<file path="src/rtl/ahb_rr_arbiter.sv">
// Round-robin AHB arbiter sharing one bridge slave port between N_MASTERS masters.
// Grants hand over AHB2-style and write data follows the data-phase owner.
module ahb_rr_arbiter #(
   parameter int N_MASTERS  = 2,
   parameter int ADDR_WIDTH = 32,
   parameter int DATA_WIDTH = 32,
   parameter int MAX_HOLD   = 4
) (
   input  logic                            HCLK,
   input  logic                            HRESET,
   input  logic [N_MASTERS-1:0]            HBUSREQ,
   input  logic [2*N_MASTERS-1:0]          HTRANS_M,
   input  logic [ADDR_WIDTH*N_MASTERS-1:0] HADDR_M,
   input  logic [N_MASTERS-1:0]            HWRITE_M,
   input  logic [DATA_WIDTH*N_MASTERS-1:0] HWDATA_M,
   input  logic                            HREADY,
   output logic [N_MASTERS-1:0]            HGRANT,
   output logic [$clog2(N_MASTERS)-1:0]    HMASTER,
   output logic                            HSEL,
   output logic [1:0]                      HTRANS,
   output logic [ADDR_WIDTH-1:0]           HADDR,
   output logic                            HWRITE,
   output logic                            HREADY_IN,
   output logic [DATA_WIDTH-1:0]           HWDATA
);

   localparam int IW = $clog2(N_MASTERS);
   localparam logic [3:0] HOLD_LAST = 4'(MAX_HOLD - 1);

   logic [IW-1:0] grant_idx;
   logic [IW-1:0] dp_owner;
   logic [IW-1:0] winner;
   logic [IW-1:0] next_grant;
   logic [3:0]    hold_cnt;
   logic          found;
   logic          accepted;
   logic          others_req;
   logic          rearb;

   // Address/control follow the address-phase owner, write data the data-phase owner.
   always_comb begin
      HTRANS = HTRANS_M[1:0];
      HADDR  = HADDR_M[ADDR_WIDTH-1:0];
      HWRITE = HWRITE_M[0];
      HWDATA = HWDATA_M[DATA_WIDTH-1:0];
      for (int i = 0; i < N_MASTERS; i++) begin
         if (HMASTER == IW'(i)) begin
            HTRANS = HTRANS_M[2*i +: 2];
            HADDR  = HADDR_M[ADDR_WIDTH*i +: ADDR_WIDTH];
            HWRITE = HWRITE_M[i];
         end
         if (dp_owner == IW'(i)) begin
            HWDATA = HWDATA_M[DATA_WIDTH*i +: DATA_WIDTH];
         end
      end
   end

   assign HSEL      = HTRANS[1];
   assign HREADY_IN = HREADY;

   always_comb begin
      HGRANT            = '0;
      HGRANT[grant_idx] = 1'b1;
   end

   // Scan starting after the owner; the owner itself is tried last, so it parks.
   always_comb begin
      winner = grant_idx;
      found  = 1'b0;
      for (int k = 1; k <= N_MASTERS; k++) begin
         for (int j = 0; j < N_MASTERS; j++) begin
            if (!found && j == (int'(grant_idx) + k) % N_MASTERS && HBUSREQ[j]) begin
               winner = IW'(j);
               found  = 1'b1;
            end
         end
      end
   end

   assign accepted   = HREADY & HTRANS[1];
   assign others_req = |(HBUSREQ & ~HGRANT);
   assign rearb      = !HBUSREQ[grant_idx] ||
                       (accepted && hold_cnt == HOLD_LAST && others_req);
   assign next_grant = rearb ? winner : grant_idx;

   // All ownership state only advances on HREADY edges, so wait states freeze it.
   always_ff @(posedge HCLK or posedge HRESET) begin
      if (HRESET) begin
         grant_idx <= '0;
         HMASTER   <= '0;
         dp_owner  <= '0;
         hold_cnt  <= '0;
      end else if (HREADY) begin
         grant_idx <= next_grant;
         HMASTER   <= grant_idx;
         dp_owner  <= HMASTER;
         if (next_grant != grant_idx) begin
            hold_cnt <= '0;
         end else if (accepted && hold_cnt != HOLD_LAST) begin
            hold_cnt <= hold_cnt + 4'd1;
         end
      end
   end

endmodule

</file>
<file path="config.mk">
export PLATFORM = sky130hd
export DESIGN_NAME = ahb_rr_arbiter
export DESIGN_NICKNAME = d
export VERILOG_FILES = /design/src/rtl/ahb_rr_arbiter.sv
export SDC_FILE = /design/constraint.sdc
export NUM_CORES = 1
export LEC_CHECK = 0
export BUFFER_PORTS_ARGS = -buffer_cell sky130_fd_sc_hd__buf_2
export CAP_MARGIN = 0
export CORE_AREA = 2 2 82 84
export DETAILED_ROUTE_END_ITERATION = 8
export DIE_AREA = 0 0 84 86
export PLACE_DENSITY_LB_ADDON = 0.15
export SLEW_MARGIN = 15
export SYNTH_ARGS = -nofsm -noshare
export SYNTH_HDL_FRONTEND = slang
export SYNTH_SLANG_ARGS = --single-unit
</file>
<file path="constraint.sdc">
create_clock -name HCLK -period 2.5 [get_ports HCLK]
set_input_delay 0 -clock HCLK [delete_from_list [all_inputs] [get_ports HCLK]]
set_output_delay 0 -clock HCLK [all_outputs]
set_load 0.02 [all_outputs]
</file>
==> flow_summary.json <==
{
  "core_um2": 6280,
  "antenna_left": 0,
  "hold_class": "input port to flip-flop",
  "stdcell_area_um2": 2380,
  "n_fill_cell": 667,
  "cts_tree": "yes",
  "cts.sinks": 7,
  "ir_drop_mv": 0.196,
  "period_minus_slack_ps": 1570,
  "routed_via_density": 4.17,
  "maxCapViolations": 0,
  "total_power_mw": 1.29,
  "max_stage_delay_ps": 440,
  "relSlewSlack": 0.728,
  "path_max_fanout": 6,
  "cp-end-kind": "flip-flop",
  "htreeDepth": 1,
  "yosysWarnings": 0,
  "path_clk_slew_ps": 40,
  "fin_crit_sh": 0.630,
  "die_width_um": 84,
  "grt_pass1_wl_um": 8210,
  "antenna_found_initial": 0,
  "grt_pass1_vias": 1656,
  "finalHoldViolCount": 0,
  "seqCellArea_um2": 175,
  "skew_ps": 3.14,
  "dieArea_um2": 7220,
  "dpl_cell_area_um2": 2330,
  "crit_type": "flip-flop to flip-flop",
  "synth_cell_types": 29,
  "p_leak_nw": 1.33,
  "status": "finished clean",
  "multi_input_area_um2": 972,
  "slew_violations": 0,
  "ys_seq_area_frac": 0.142,
  "synth_area_um2": 1240,
  "arrival_ps": 1680,
  "grt_busiest_layer": "met2",
  "worstMarginPinSlew_ps": 408,
  "syn_area_per_cell_um2": 10.1,
  "clockBufferDepth": 2,
  "use_met1": 0.155,
  "finalCoreUtilization": 0.380,
  "startpoint_type": "flip-flop",
  "drt_wl_total_um": 5730,
  "track_usage": 0.139,
  "layout-drive-gt1-share": 0.862,
  "ys_ff_latch": 7,
  "wl_per_cell_um": 14.2,
  "n_antenna_cell": 0,
  "worstPathCellList": "ha_1, or3b_1, o21ai_0, a32o_2, o22ai_1",
  "met2_usage": 0.265,
  "worst_ep_required_time_ps": 2600,
  "cts_setup_buffers": 0,
  "syn2layout_area_growth_pct": 92.6,
  "clk_latency_ps": 230,
  "synthCells": 123,
  "rsz0062_at_grt": "no",
  "io_pins": 211,
  "grt_max_degree": 34,
  "firstDrtPassIters": 4,
  "vias": 1684,
  "root_buffer": "clkbuf_8",
  "setup_violations": 0,
  "dp_hpwl_um": 5030,
  "cts_buffers": 3,
  "cp_slowest_cell": "or3b_1",
  "grt.overflow.total": 0,
  "syn_nets": 263,
  "start_util": 0.197,
  "io_buffers": 210,
  "tns_ps": 0,
  "whs_ps": 82.0,
  "drc": 0,
  "max_freq_mhz": 635,
  "place.gp.congestion": 0.755,
  "die_y_um": 86,
  "grt_use_met3": 0.0443,
  "fp-row-count": 29,
  "path_buf_inv": 0,
  "dr.first_iter.drc_count": 20,
  "cp_top_family": "compound AO/OA/AOI/OAI gates",
  "final_nets": 468,
  "power-per-cell-area_nw_per_um2": 543
}
-- timing repair --
| action | 4_1_cts | 5_1_grt |
|---|---|---|
| resized for setup | 0 | 0 |
| hold buffers | 1 | 0 |
| endpoints found under the hold margin | 7 | 0 |
-- kinds of logic (layout without fill, tap and decap cells) --
kind of cell | after synthesis | after routing | synth area share
multiplexers | 69 | 69 | 0.637
buffers and inverters | 17 | 221 | 0.0728
AO/OA/AOI/OAI | 8 | 8 | 0.0435
adder cells (fa/ha/maj) | 1 | 1 | 0.0101
AND/OR/NAND/NOR | 19 | 19 | 0.0809
XOR/XNOR | 2 | 2 | 0.0142
flip-flops | 7 | 7 | 0.142
-- through the flow --
stage	setup WS, ps	instances
6_report	926	404
5_1_grt	823	404
4_1_cts	925	404
3_5_place_dp	929	399
3_3_place_gp	933	399
2_1_floorplan	997	123
-- cells in the final DEF (no fill, tap or decap), types with 2 or more instances in the layout --
| cell type | count |
|---|---|
| xor2_1 | 2 |
| clkbuf_8 | 3 |
| nor2_1 | 3 |
| inv_1 | 2 |
| dfrtp_1 | 7 |
| nand4_1 | 2 |
| buf_4 | 3 |
| mux2_1 | 5 |
| buf_2 | 210 |
| nand3_1 | 3 |
| nand2_1 | 5 |
| o22ai_1 | 2 |
| mux2_2 | 63 |
-- sequential cells by signal (all words and copies together) (netlist names) --
register / flops
HMASTER: 1
grant_idx: 1
hold_cnt: 4
dp_owner: 1
-- tightest hold or removal path: stages --
cell and delay, ps:
buf_2 130, nand3_1 80, nand3_1 60
-- layer usage --
layer	vias up	share of wire
met4	0	0.0024
met5	-	0
met2	84	0.54
met3	2	0.080
met1	742	0.37
li1	856	-
-- synthesized netlist by cell type, drive strengths merged --
cell type / number / share of area
nor2: 3 / 0.0091
o22ai: 2 / 0.010
clkbuf: 4 / 0.012
o31ai: 1 / 0.0061
mux2: 68 / 0.62
and2: 1 / 0.0051
nand2: 5 / 0.015
nand3: 3 / 0.012
nor2b: 1 / 0.0051
nand4: 2 / 0.010
o211ai: 1 / 0.0061
and3: 1 / 0.0051
xor2: 2 / 0.014
inv: 3 / 0.0091
ha: 1 / 0.010
or3b: 1 / 0.0071
o21ai: 2 / 0.0081
buf: 10 / 0.052
nand2b: 1 / 0.0051
and3b: 1 / 0.0071
a32o: 1 / 0.0091
mux2i: 1 / 0.018
dfrtp: 7 / 0.14
a21oi: 1 / 0.0040
-- worst paths after layout --
| path | from | endpoint | slack [ps] | depth (start not counted) |
|---|---|---|---|---|
| worst max register to register | hold_cnt[0]$_DFFE_PP0P_ | hold_cnt[1]$_DFFE_PP0P_ | 930 | 5 |
| worst max-delay path | hold_cnt[0]$_DFFE_PP0P_ | hold_cnt[1]$_DFFE_PP0P_ | 930 | 5 |
| worst min register to register | hold_cnt[0]$_DFFE_PP0P_ | hold_cnt[0]$_DFFE_PP0P_ | 520 | 1 |
| min in group asynchronous | HRESET | dp_owner$_DFFE_PP0P_ | 280 | 3 |
| worst min-delay path | HBUSREQ[1] | grant_idx$_DFFE_PP0P_ | 80 | 3 |
| max in group asynchronous | HRESET | hold_cnt[1]$_DFFE_PP0P_ | 1990 | 3 |
-- final cells by class --
class	instances	area share
timing repair buffer	214	0.455
tap	77	0.0404
clock buffer	4	0.0189
inverter	3	0.00472
sequential	7	0.0735
multi-input combinational	99	0.408
-- report_power, final --
group / leakage [nW] / switching [mW] / total, mW / internal (mW)
sequential: 0.0843 / 0.0266 / 0.172 / 0.145
combinational: 1.22 / 0.519 / 0.964 / 0.444
clock: 0.0228 / 0.0481 / 0.158 / 0.110
total: 1.33 / 0.594 / 1.29 / 0.700
(Power assumes the default switching activity.)
